`config.mk`:
```
export PLATFORM = sky130hd
export DESIGN_NAME = im_loader
export DESIGN_NICKNAME = d
export VERILOG_FILES = /design/src/rtl/im_loader.sv
export SDC_FILE = /design/constraint.sdc
export NUM_CORES = 1
export LEC_CHECK = 0
export BUFFER_PORTS_ARGS = -buffer_cell sky130_fd_sc_hd__clkbuf_2
export CAP_MARGIN = 20
export CORE_MARGIN = 2
export CORE_UTILIZATION = 52
export CTS_CLUSTER_SIZE = 30
export DETAILED_ROUTE_END_ITERATION = 8
export MAX_ROUTING_LAYER = met4
export PLACE_DENSITY = 0.78
export SETUP_SLACK_MARGIN = 0.1
export SLEW_MARGIN = 25
export SYNTH_ARGS = -nofsm -noshare
export SYNTH_HDL_FRONTEND = slang
export SYNTH_SLANG_ARGS = --single-unit
export TNS_END_PERCENT = 10
```
`constraint.sdc`:
```
create_clock -name clk -period 1.7 [get_ports clk]
set_input_delay 0.17 -clock clk [delete_from_list [all_inputs] [get_ports clk]]
set_output_delay 0.17 -clock clk [all_outputs]
set_load 0.01 [all_outputs]
```
`src/rtl/im_loader.sv`:
```
// Boot-time instruction memory loader: receives a header byte and a big-endian
// byte stream over valid/ready, then issues one write strobe per assembled word.
module im_loader #(
  parameter int NMEM = 128,
  parameter int AW   = 7
) (
  input  logic          clk,
  input  logic          reset,
  input  logic          start,
  input  logic [7:0]    in_data,
  input  logic          in_valid,
  output logic          in_ready,
  output logic          we,
  output logic [AW-1:0] waddr,
  output logic [31:0]   wdata,
  output logic          busy,
  output logic          done,
  output logic          err,
  output logic [AW:0]   count
);

  typedef enum logic [2:0] {
    S_IDLE  = 3'd0,
    S_HDR   = 3'd1,
    S_BYTES = 3'd2,
    S_WRITE = 3'd3,
    S_DONE  = 3'd4,
    S_ERR   = 3'd5
  } state_t;

  // Header holds (words - 1), so the largest legal value is NMEM-1.
  localparam logic [8:0] MAX_HDR = 9'(NMEM - 1);

  state_t        state_q, state_d;
  logic [AW-1:0] waddr_q, waddr_d;
  logic [31:0]   wdata_q, wdata_d;
  logic [AW:0]   count_q, count_d;
  logic [1:0]    byte_idx_q, byte_idx_d;
  logic [AW-1:0] last_q, last_d;

  logic xfer;
  logic hdr_ok;

  assign xfer   = in_valid & in_ready;
  assign hdr_ok = ({1'b0, in_data} <= MAX_HDR);

  always_ff @(posedge clk) begin
    if (reset) begin
      state_q    <= S_IDLE;
      waddr_q    <= '0;
      wdata_q    <= '0;
      count_q    <= '0;
      byte_idx_q <= '0;
      last_q     <= '0;
    end else begin
      state_q    <= state_d;
      waddr_q    <= waddr_d;
      wdata_q    <= wdata_d;
      count_q    <= count_d;
      byte_idx_q <= byte_idx_d;
      last_q     <= last_d;
    end
  end

  always_comb begin
    state_d    = state_q;
    waddr_d    = waddr_q;
    wdata_d    = wdata_q;
    count_d    = count_q;
    byte_idx_d = byte_idx_q;
    last_d     = last_q;
    case (state_q)
      S_IDLE, S_ERR: begin
        if (start) begin
          state_d    = S_HDR;
          count_d    = '0;
          waddr_d    = '0;
          byte_idx_d = '0;
        end
      end
      S_HDR: begin
        if (xfer) begin
          if (hdr_ok) begin
            last_d  = in_data[AW-1:0];
            state_d = S_BYTES;
          end else begin
            state_d = S_ERR;
          end
        end
      end
      S_BYTES: begin
        if (xfer) begin
          wdata_d    = {wdata_q[23:0], in_data};
          byte_idx_d = byte_idx_q + 2'd1;
          if (byte_idx_q == 2'd3) begin
            state_d = S_WRITE;
          end
        end
      end
      S_WRITE: begin
        count_d    = count_q + {{AW{1'b0}}, 1'b1};
        byte_idx_d = '0;
        if (waddr_q == last_q) begin
          state_d = S_DONE;
        end else begin
          waddr_d = waddr_q + {{(AW-1){1'b0}}, 1'b1};
          state_d = S_BYTES;
        end
      end
      S_DONE:  state_d = S_IDLE;
      default: state_d = S_IDLE;
    endcase
  end

  // All handshake/status outputs decode from state alone.
  always_comb begin
    in_ready = 1'b0;
    we       = 1'b0;
    busy     = 1'b0;
    done     = 1'b0;
    err      = 1'b0;
    case (state_q)
      S_HDR:   begin in_ready = 1'b1; busy = 1'b1; end
      S_BYTES: begin in_ready = 1'b1; busy = 1'b1; end
      S_WRITE: begin we = 1'b1; busy = 1'b1; end
      S_DONE:  done = 1'b1;
      S_ERR:   err = 1'b1;
      default: ;
    endcase
  end

  assign waddr = waddr_q;
  assign wdata = wdata_q;
  assign count = count_q;

endmodule
```
# Word level (Yosys, flattened, before mapping)
# Index checks and enable logic that the tools add are counted.
[word_totals]
input_bits = 12
output_inout_bits = 52
ff_bits = 59
[op_classes]
bitwise_logic = 1
reduce_logical = 12
eq_ne = 12
muxes = 20
magnitude_cmp = 1
n_addsub = 3
[ops]
columns = ["op", "n"]
rows = [
  ["$mux W3", 6],
  ["$pmux W8 S2", 1],
  ["$mux W7", 2],
  ["$pmux W7 S2", 1],
  ["$pmux W3 S4", 1],
  ["$ne A2 B2 Y1 const B", 5],
  ["$reduce_and A3 Y1", 3],
  ["$add A8 B1 Y8 const B", 1],
  ["$le A8 B7 Y1 const B", 1],
  ["$mux W8", 1],
  ["$add A7 B1 Y7 const B", 1],
  ["$eq A7 B7 Y1", 1],
  ["$eq A3 B2 Y1 const B", 2],
  ["$eq A3 B3 Y1 const B", 2],
  ["$pmux W2 S3", 1],
  ["$mux W1", 5],
  ["$mux W2", 2],
  ["$reduce_and A2 Y1", 2],
  ["$reduce_and A4 Y1", 1],
  ["$reduce_or A2 Y1", 2],
  ["$eq A3 B1 Y1 const B", 1],
  ["$logic_not A3 Y1", 1],
  ["$reduce_bool A3 Y1", 1],
  ["$reduce_or A3 Y1", 1],
  ["other kinds (4)", 4],
]

# Logic depth before layout (Yosys ltp)
# Gate-level depths: netlist of run 1.
[logic_depth]
ltp_word = 6
ltp_mapped = 7
depth_no_buf = 5

# Least setup slack after synthesis of run 1
# Ideal clock, no wire load.
[synth_path]
path_type = "register to register"
from = "reg state_q[1]"
to = "reg waddr_q[4] (netlist: waddr[4])"
arrival_time_ns = 1.394
stages_incl_launch_ff = 6
setup_slack_ns = 0.186
synth_period_minus_slack_ns = 1.514
t_required_ns = 1.580
cell_sequence = "dfxtp_1 > or3b_4 > and2_4 > a2bb2oi_2 > and2_0 > o31a_1"
[synth_between]
elab_chain_cells = 4
elab_cells_between_ends = 9
[synth_rtl]
columns = ["element", "line_no", "source"]
rows = [
  ["from (decl)", "34", "state_t state_q, state_d;"],
  ["from (signal assigned)", "56", "state_q <= state_d;"],
  ["$eq A3 B3 Y1 or $logic_not A3 Y1 (tied branches)", "72", "case (state_q)"],
  ["$reduce_or A2 Y1", "72", ""],
  ["$ne A2 B2 Y1 (no source line) or $reduce_bool A2 Y1 (tied branches)", "--", ""],
  ["$reduce_and A3 Y1 (no source line)", "--", ""],
  ["to (signal assigned)", "57", "waddr_q <= waddr_d;"],
  ["to (decl)", "35", "logic [AW-1:0] waddr_q, waddr_d;"],
]
# Parallel ways exist; a longest one is shown, timed or not.
# A chain may end at the register's enable or synchronous reset.

# Worst setup path in the final report of run 1
[layout_path]
from = "reg state_q[0]"
to = "reg waddr_q[4] (netlist: waddr[4])"
# Same word-level chain as after synthesis.

==> metrics.md, run 1 <==
| Metric | Value |
|---|---|
| # setup viols final | 0 |
| Final Cycle Share | 95.5% |
| CP required | 1.92 ns |
| Post-synthesis sequential area ratio | 45.9% |
| Clk_lat worst skew | 0.34 ns |
| RSZ-0062 raised after global routing | yes |
| Fin Setup TNS | 0 ns |
| Final worst slack | 0.0767 ns |
| Logic pwr share | 7.1% |
| Input/output buffers | 63 |
| Crit path max-delay cell type | or3b_4 |
| Vias in the first global route | 2080 |
| Pins over their slew limit | 0 |
| Worst Hold Depth | 3 |
| Slew @ Worst Pin | 0.490 ns |
| CTS tree | yes |
| FF-to-FF path depth | 5 |
| Die Y | 74.4 um |
| Synth-to-Final Area Change | 27.1% |
| Clock buffer depth | 2 |
| CP max FO | 6 |
| Total GRT Usage | 22.9% |
| Clk root buf | clkbuf_8 |
| RR Startpoint | state_q[0] |
| Initial Util | 54.2% |
| Post-synth EDFFs | 0 |
| Max-slew headroom | 67.3% |
| Peak supply drop | 0.610 mV |
| Hold Path Class | in2reg |
| HPWL after DPL | 4100 um |
| Critical path capture point type | flip-flop |
| Crit path arrival time | 1.85 ns |
| Pint | 2320 uW |
| ANT cells | 0 |
| Top cells by area, synth | dfxtp_1 (46%), nand2_1 (12%), a21oi_1 (8.6%) |
| Clk sink count | 59 |
| Pre-antenna DRT Iters | 4 |
| Avg Inst Size Synth | 7.97 um2 |
| Vias | 2451 |
| Switching part of the total power | 24.3% |
| # IOs | 64 |
| CTS buffer count | 9 |
| Mapped Nets | 338 |
| Fraction of layout cells with a size suffix above 1 | 28.7% |
| Post-DRT Antenna Nets | 0 |
| Wire length per cell | 12.8 um |
| Most frequent cells after synthesis | nand2_1 (81), dfxtp_1 (59), a21oi_1 (44), nor2_1 (26), clkbuf_1 (13) |
| Most common flop cell mapped by yosys | dfxtp_1 |
| Htree depth | 3 |
| Detailed Route Iter0 Violations | 196 |
| Post-synth top area cell | dfxtp_1 |
| Post-route clock skew | 0.00831 ns |
| Die ar. | 5530 um2 |
| Drt drc | 0 |
| Worst-path clk slew | 0.08 ns |
| Net switching power figure | 744 uW |
| Crit path cell chain | or3b_4 -> and2_4 -> a2bb2oi_2 -> and2_0 -> o31a_1 |
| Design area | 3270 um2 |
| Leak pwr | 0.00133 uW |
| Die X | 74.4 um |
| Fraction of registers with async set/reset | 0% |
| Clk pwr share | 46.9% |
| Largest net degree at the start of global routing | 48 |
| Post-CTS Hold Fix Bufs | 0 |
| Worst setup SP type | flip-flop |
| Worst setup path class | reg2reg |
| Routed wire length | 6000 um |
| Reg power frac | 46.0% |
| Hold path startpoint | in_data[0] |
| DP Area | 3020 um2 |
| Max-cap violations | 0 |
| Cell variety after synth | 43 |
| Outcome | finished, final reports clean |
| Core Area | 4750 um2 |
| # rows | 25 |
| Total grt overflow | 0 |
| Nets | 410 |
| Yosys top cell area share | 45.9% |
| Cells after Synth | 323 |
| Initial antenna violation count | 0 |
| Worst hold slack | 0.0754 ns |
| Placer Congestion | 0.852 |
| Register bit total from synthesis | 59 |
| Ys Warns | 0 |
| Fmax | 0.616 GHz |
| Most frequent cell after synthesis | nand2_1 |
| Pre-CTS WS | 0.0822 ns |
| First-pass GRT wire length | 9420 um |
| Detail-routed via count per cell | 5.25 |
| Critical path origin | state_q[0] |
| Max stage delay on crit path | 0.40 ns |
| Final hold violations | 0 |
| Crit path time final | 1.62 ns |
| Pwr dens | 935 nW/um2 |
| Mapped cell area | 2570 um2 |
-- cell families (layout without fill, tap and decap cells) --
group	Yosys count	in the layout	synth area share [%]
multiplexers	10	10	4.03
flip-flops	59	59	45.9
buffers and inverters	24	101	4.18
XOR/XNOR	8	8	2.72
adder cells (fa/ha/maj)	3	3	1.46
AND/OR/NAND/NOR	146	146	25.6
AO/OA/AOI/OAI	73	73	16.1
-- area by class of cell --
| type | count | area (um2) |
|---|---|---|
| repair buffers | 81 | 467 |
| clock buffers | 9 | 124 |
| multi-input cells | 240 | 1290 |
| clock inverters | 7 | 100 |
| well taps | 67 | 83.8 |
| inverters | 4 | 15.0 |
| flip-flops and latches | 59 | 1190 |
| fillers | 406 | 1480 |
-- state kept, by name, indices dropped and copies added (netlist names) --
| register | cells |
|---|---|
| state_q | 3 |
| byte_idx_q | 2 |
| count | 8 |
| waddr | 7 |
| last_q | 7 |
| wdata | 32 |
-- final timing paths --
path	slack [ns]	end
hold / removal	0.08	wdata[0]
setup reg to reg	0.08	waddr[4]
setup / recovery	0.08	waddr[4]
hold reg to reg	0.45	wdata[28]
-- routing by layer --
layer  part of all wire, %  GRT usage, %
met1                    50          32.0
met2                    44          31.6
met3                   4.8          4.20
met4                   1.1          11.1
met5                     0             -
-- critical path: cells and delay by family, from the launching register on --
kind	cells	cell delay, ns
AO/OA/AOI/OAI	2	0.39
flip-flops	1	0.37
AND/OR/NAND/NOR	3	0.74
-- repair_timing --
| item | CTS | global route |
|---|---|---|
| pin swaps | 0 | 1 |
| endpoints found under the hold margin | 0 | 0 |
| gates cloned | 0 | 0 |
| gates resized for setup | 2 | 9 |
| setup buffers | 1 | 0 |
| setup endpoints to repair | 4 | 29 |
-- stage by stage --
step | total power, uW | cells | util (%)
floorplan | 1580 | 323 | -
global placement | 1640 | 450 | 63.6
detailed placement | 1650 | 450 | 63.6
CTS | 3080 | 467 | 68.5
global route | 3180 | 467 | 68.8
finish | 3060 | 467 | 68.8
-- power by group through the flow --
stage / Clock, uW / Sequential [uW] / Combinational (uW)
floorplan: 0 / 1430 / 144
global placement: 0 / 1440 / 208
detailed placement: 0 / 1440 / 210
CTS: 1460 / 1410 / 213
global route: 1530 / 1410 / 236
finish: 1430 / 1410 / 219
-- cell usage in the layout, fill, tap and decap left out, types with 3 or more instances in the layout --
cell type  count
nor3_1         4
nand3_1       12
nor2_1        25
ha_1           3
clkbuf_2      63
a31oi_1        5
dfxtp_1       54
dfxtp_2        4
and3_1         4
xnor2_1        8
a21oi_1       43
o21ai_0       10
inv_1          3
a22oi_1        3
nand2_1       81
clkbuf_8       9
buf_4         16
mux2i_1        7
mux2_2         3
and2_1         3
Note: power is estimated with default switching activity, not from simulation.
==> inputs of run 2 (changes only) <==
- SETUP_SLACK_MARGIN: 0.1 -> 0.3
==> metrics.md, run 2 (synthesis results as in run 1) <==
| Metric | Value |
|---|---|
| Peak supply drop | 0.644 mV (+5.5%) |
| First-pass GRT wire length | 10600 um (+13%) |
| Max-cap violations | 0 (unchanged) |
| Die X | 74.4 um (unchanged) |
| Worst-path clk slew | 0.07 ns (about the same) |
| Initial antenna violation count | 0 (unchanged) |
| Max-slew headroom | 67.7% (+0.31 points) |
| Clk_lat worst skew | 0.34 ns (about the same) |
| Fraction of layout cells with a size suffix above 1 | 32.0% (+3.3 points) |
| Hold Path Class | in2reg |
| # IOs | 64 (unchanged) |
| Fmax | 0.635 GHz (+3.1%) |
| RR Startpoint | state_q[0] |
| Drt drc | 0 (unchanged) |
| Design Power | 2950 uW (-3.5%) |
| Detail-routed via count per cell | 5.27 (+0.46%) |
| Clock buffer depth | 2 (unchanged) |
| Pre-CTS WS | 0.0649 ns (-0.0174 ns) |
| CP max FO | 6 (unchanged) |
| Crit path time final | 1.57 ns (-0.0483 ns) |
| FF-to-FF path depth | 5 (unchanged) |
| Pins over their slew limit | 0 (unchanged) |
| Synth-to-Final Area Change | 30.9% |
| Nets | 416 (+1.5%) |
| Worst Hold Depth | 3 (unchanged) |
| Total GRT Usage | 25.7% (+2.8 points) |
| Vias | 2494 (+1.8%) |
| Largest net degree at the start of global routing | 48 (unchanged) |
| # rows | 25 (unchanged) |
| Post-DRT Antenna Nets | 0 (unchanged) |
| Outcome | finished, final reports clean |
| Reg2reg end | waddr[4] |
| Max FFs per register | 32 (unchanged) |
| Detailed Route Iter0 Violations | 177 (-9.7%) |
| Final worst slack | 0.125 ns (+0.0483 ns) |
| Worst setup path class | reg2reg |
| CTS buffer count | 9 (unchanged) |
| Die Y | 74.4 um (unchanged) |
| Worst setup SP type | flip-flop |
| CP required | 1.92 ns (about the same) |
| Final Cycle Share | 92.6% (-2.8 points) |
| Final hold violations | 0 (unchanged) |
| Die ar. | 5530 um2 (unchanged) |
| Total grt overflow | 0 (unchanged) |
| Core Area | 4750 um2 (unchanged) |
| Most frequent cells in the layout | nand2_1 (81), clkbuf_2 (63), dfxtp_1 (53) |
| Crit path arrival time | 1.80 ns (-0.05 ns) |
| Input/output buffers | 63 (unchanged) |
| CTS tree | yes |
| Clk root buf | clkbuf_8 |
| Placer Congestion | 0.861 (+1.1%) |
| Worst hold slack | 0.0687 ns (-0.00674 ns) |
| R2R setup slack | 0.13 ns (+0.05 ns) |
| Htree depth | 3 (unchanged) |
| Leak pwr | 0.00136 uW (+2.1%) |
| ANT cells | 0 (unchanged) |
| Slew @ Worst Pin | 0.485 ns (-0.00472 ns) |
| Routed wire length | 6490 um (+8.2%) |
| RSZ-0062 raised after global routing | yes |
| Pwr dens | 876 nW/um2 (-6.3%) |
| Post-CTS Hold Fix Bufs | 0 (unchanged) |
| Most common cell after layout, fill and taps aside | nand2_1 |
| HPWL after DPL | 4100 um (about the same) |
| Hold path startpoint | in_data[1] |
| Hold Crit Endpoint | wdata[1] |
| Critical path capture point type | flip-flop |
| Clk sink count | 59 (unchanged) |
| # setup viols final | 0 (unchanged) |
| Pre-antenna DRT Iters | 4 (unchanged) |
| Fin Setup TNS | 0 ns (unchanged) |
| Initial Util | 54.2% (unchanged) |
| Post-route clock skew | 0.0118 ns (+0.00352 ns) |
| Wire length per cell | 13.7 um (+6.9%) |
| Vias in the first global route | 2284 (+9.8%) |
## run 2: through the flow
stage	instances	cell area, um2	utilization (%)
2_1_floorplan	323	2590	-
3_3_place_gp	446	3020	63.4
3_5_place_dp	446	3020	63.4
4_1_cts	471	3330	70.0
5_1_grt	473	3370	70.9
6_report	473	3370	70.9
## run 2: power by group
group	total [uW]	switching, uW	internal, uW	leakage (uW)
clock	1280	598	686	0.0000998
combinational	263	153	111	0.000783
sequential	1410	12.9	1390	0.000479
total	2950	764	2190	0.00136
## run 2: layer usage
layer	global-route usage, %	part of all wire (%)	vias up
li1	-	-	1254
met5	-	0	-
met4	9.52	1.9	0
met2	39.9	47	87
met1	33.4	45	1140
met3	4.61	5.6	13
## run 2: worst max-delay path by stage
| stage | start | end | slack (ns) |
|---|---|---|---|
| global route | state_q[1] | last_q[3] | 0.08 |
| CTS | state_q[0] | waddr[4] | 0.15 |
| finish | state_q[0] | waddr[4] | 0.13 |
| floorplan | state_q[1] | waddr[4] | 0.22 |
| global placement | state_q[1] | waddr[4] | 0.11 |
| detailed placement | state_q[1] | waddr[4] | 0.06 |
## run 2: timing repair
action / 4_1_cts / 5_1_grt
endpoints found under the setup margin: 61 / 63
pin swaps: 2 / 7
resized for setup: 13 / 10
setup buffers: 9 / 2
## run 2: cell type report
class / count / area (um2)
fillers: 397 / 1380
inverters: 4 / 15.0
clock buffers: 9 / 124
clock inverters: 7 / 77.6
repair buffers: 87 / 517
multi-input cells: 240 / 1360
flip-flops and latches: 59 / 1190
well taps: 67 / 83.8
## run 2: worst max-delay path, stage by stage, from the launching register on
cell       delay (ns)
dfxtp_4          0.37
or3b_4           0.41
and2_4           0.17
a2bb2oi_4        0.16
and2_0           0.14
o31a_1           0.23
==> inputs of run 3 (changes only) <==
- ABC_AREA: not set -> 1
- CORE_UTILIZATION: 52 -> 53
- PLACE_DENSITY: 0.78 -> 0.79
==> metrics.md, run 3 <==
| Metric | Value |
|---|---|
| Input/output buffers | 63 (unchanged) |
| Critical path capture point type | primary output |
| # IOs | 64 (unchanged) |
| Worst hold slack | 0.102 ns (+0.0331 ns) |
| Yosys top cell area share | 42.9% (-3.0 points) |
| Worst setup path class | reg2out |
| Wire length per cell | 13.1 um (-4.2%) |
| Die X | 76.1 um (+2.3%) |
| Post-DRT Antenna Nets | 0 (unchanged) |
| Cell variety after synth | 36 (-16%) |
| Pwr dens | 1280 nW/um2 (+46%) |
| DP Area | 3090 um2 (+2.3%) |
| Total GRT Usage | 23.8% (-1.9 points) |
| Mapped cell area | 2760 um2 (+7.0%) |
| Crit path time final | 1.39 ns (-0.190 ns) |
| Outcome | finished, final reports clean |
| Initial Util | 54.3% (+0.13 points) |
| Max-slew headroom | 77.0% (+9.4 points) |
| Fmax | 0.722 GHz (+14%) |
| Max-cap violations | 0 (unchanged) |
| # setup viols final | 0 (unchanged) |
| Initial antenna violation count | 0 (unchanged) |
| Final hold violations | 0 (unchanged) |
| HPWL after DPL | 4400 um (+7.2%) |
| Most frequent cells after synthesis | nor2_1 (79), dfxtp_1 (59), nand2_1 (56), o21ai_0 (39), inv_1 (20) |
| Fin Setup TNS | 0 ns (unchanged) |
| Crit path arrival time | 1.22 ns (-0.58 ns) |
| CP max FO | 6 (unchanged) |
| Post-synthesis mux area share | 0% (-4.0 points) |
| Top cells by area, synth | dfxtp_1 (43%), nor2_1 (11%), nand2_1 (7.6%) |
| Largest net degree at the start of global routing | 40 (-17%) |
| Drt drc | 0 (unchanged) |
| Worst setup SP type | flip-flop |
| ANT cells | 0 (unchanged) |
| Final Cycle Share | 81.5% (-11 points) |
| Simple-gate portion of the synthesized area | 32.1% (+6.5 points) |
| Htree depth | 3 (unchanged) |
| Hold Path Class | in2reg |
| Post-synth EDFFs | 0 (unchanged) |
| Clk_lat worst skew | 0.34 ns (about the same) |
| Clock buffer depth | 2 (unchanged) |
| Largest family of logic cells by synthesized area | simple AND/OR/NAND/NOR gates |
| Synth Area in Compound Gates | 14.3% (-1.8 points) |
| Worst-path clk slew | 0.07 ns (about the same) |
| Post-synth top area cell | dfxtp_1 |
| Xor/xnor share of the synthesized area | 0.954% (-1.8 points) |
| Die ar. | 5790 um2 (+4.7%) |
| Post-route clock skew | 0.00902 ns (-0.00282 ns) |
| Detailed Route Iter0 Violations | 117 (-34%) |
| Post-synthesis sequential area ratio | 42.9% (-3.0 points) |
| RSZ-0062 raised after global routing | yes |
| Placer Congestion | 0.931 (+8.2%) |
| Clk root buf | clkbuf_8 |
| Slew @ Worst Pin | 0.344 ns (-0.141 ns) |
| Most common flop cell mapped by yosys | dfxtp_1 |
| Vias in the first global route | 2295 (+0.48%) |
| # rows | 26 (+4.0%) |
| Routed wire length | 6820 um (+5.1%) |
| Vias | 2672 (+7.1%) |
| Core Area | 5070 um2 (+6.7%) |
| Synthesized-area fraction occupied by adder cells | 1.36% (-0.095 points) |
| Leak pwr | 0.00168 uW (+24%) |
| Pre-antenna DRT Iters | 4 (unchanged) |
| Fraction of registers with async set/reset | 0% (unchanged) |
| Fraction of layout cells with a size suffix above 1 | 35.9% (+3.8 points) |
| Peak supply drop | 0.907 mV (+41%) |
| Mapped Nets | 382 (+13%) |
| Register bit total from synthesis | 59 (unchanged) |
| Avg Inst Size Synth | 7.51 um2 (-5.8%) |
| Max FFs per register | 32 (unchanged) |
| CTS tree | yes |
| Die Y | 76.1 um (+2.3%) |
| Cells after Synth | 367 (+14%) |
| Most common cell after layout, fill and taps aside | nor2_1 |
| First-pass GRT wire length | 10800 um (+1.4%) |
| CP required | 1.53 ns (-0.39 ns) |
| Nets | 459 (+10%) |
| Detail-routed via count per cell | 5.15 (-2.4%) |
| Pins over their slew limit | 0 (unchanged) |
| CTS buffer count | 9 (unchanged) |
| Total grt overflow | 0 (unchanged) |
| Ys Warns | 0 (unchanged) |
| Most frequent cell after synthesis | nor2_1 |
| Synth-to-Final Area Change | 27.5% |
| Clk sink count | 59 (unchanged) |
| Most frequent cells in the layout | nor2_1 (77), clkbuf_2 (62), nand2_1 (54) |
| Final Util | 69.2% (-1.7 points) |
| Design area | 3510 um2 (+4.2%) |
-- run 3: timing repair --
item / 4_1_cts / 5_1_grt
resized for setup: 10 / 34
pin swaps: 2 / 9
setup buffers: 6 / 7
endpoints found under the setup margin: 57 / 53
gates cloned: 0 / 0
hold buffers: 0 / 0
hold endpoints to repair: 0 / 0
-- run 3: layout make-up --
type / instances / area (um2)
fill: 435 / 1560
multi-input combinational: 263 / 1420
sequential: 59 / 1210
timing repair buffer: 81 / 468
inverter: 30 / 134
clock buffer: 9 / 124
tap: 70 / 87.6
clock inverter: 7 / 77.6
-- run 3: critical path: stages, from the launching register on --
cell and delay, ns:
dfxtp_2 0.35, inv_4 0.05, nor2_4 0.17, nand2_4 0.11, nand2_1 0.07, clkbuf_2 0.13
-- run 3: final timing paths --
kind         startpoint       end  slack [ns]  cells past startpoint
min          in_data[4]  wdata[4]        0.10                      3
max          state_q[1]  in_ready        0.31                      5
min reg2reg    count[0]  count[0]        0.46                      1
max reg2reg  state_q[1]  waddr[1]        0.34                      8
-- run 3: cell families (layout without fill, tap and decap cells) --
group,after synthesis,in the layout
xor+xnor,3,3
compound gates,73,73
fa+ha+maj,3,3
simple gates,184,184
flops,59,59
buf+inv,45,127
-- run 3: where the power goes --
part           leakage (uW)  switching, uW  total [uW]  internal (uW)
clock network     0.0000998            598        1280            685
logic               0.00110            900        1430            533
registers          0.000484            182        1760           1580
total               0.00168           1680        4480           2800
-- run 3: per-stage QoR --
step / setup WS, ns / cells / power [uW]
floorplan: 0.340 / 367 / 2740
global placement: 0.215 / 490 / 3030
detailed placement: 0.188 / 490 / 3060
CTS: 0.284 / 512 / 4400
global route: 0.231 / 519 / 4750
finish: 0.315 / 519 / 4480
-- run 3: layer usage --
layer,part of all wire (%),wire length (um),GRT usage (%)
met1,42,2870,28.7
met2,51,3450,38.4
met3,4.9,336,5.09
met4,2.4,163,10.9
met5,0,0,-
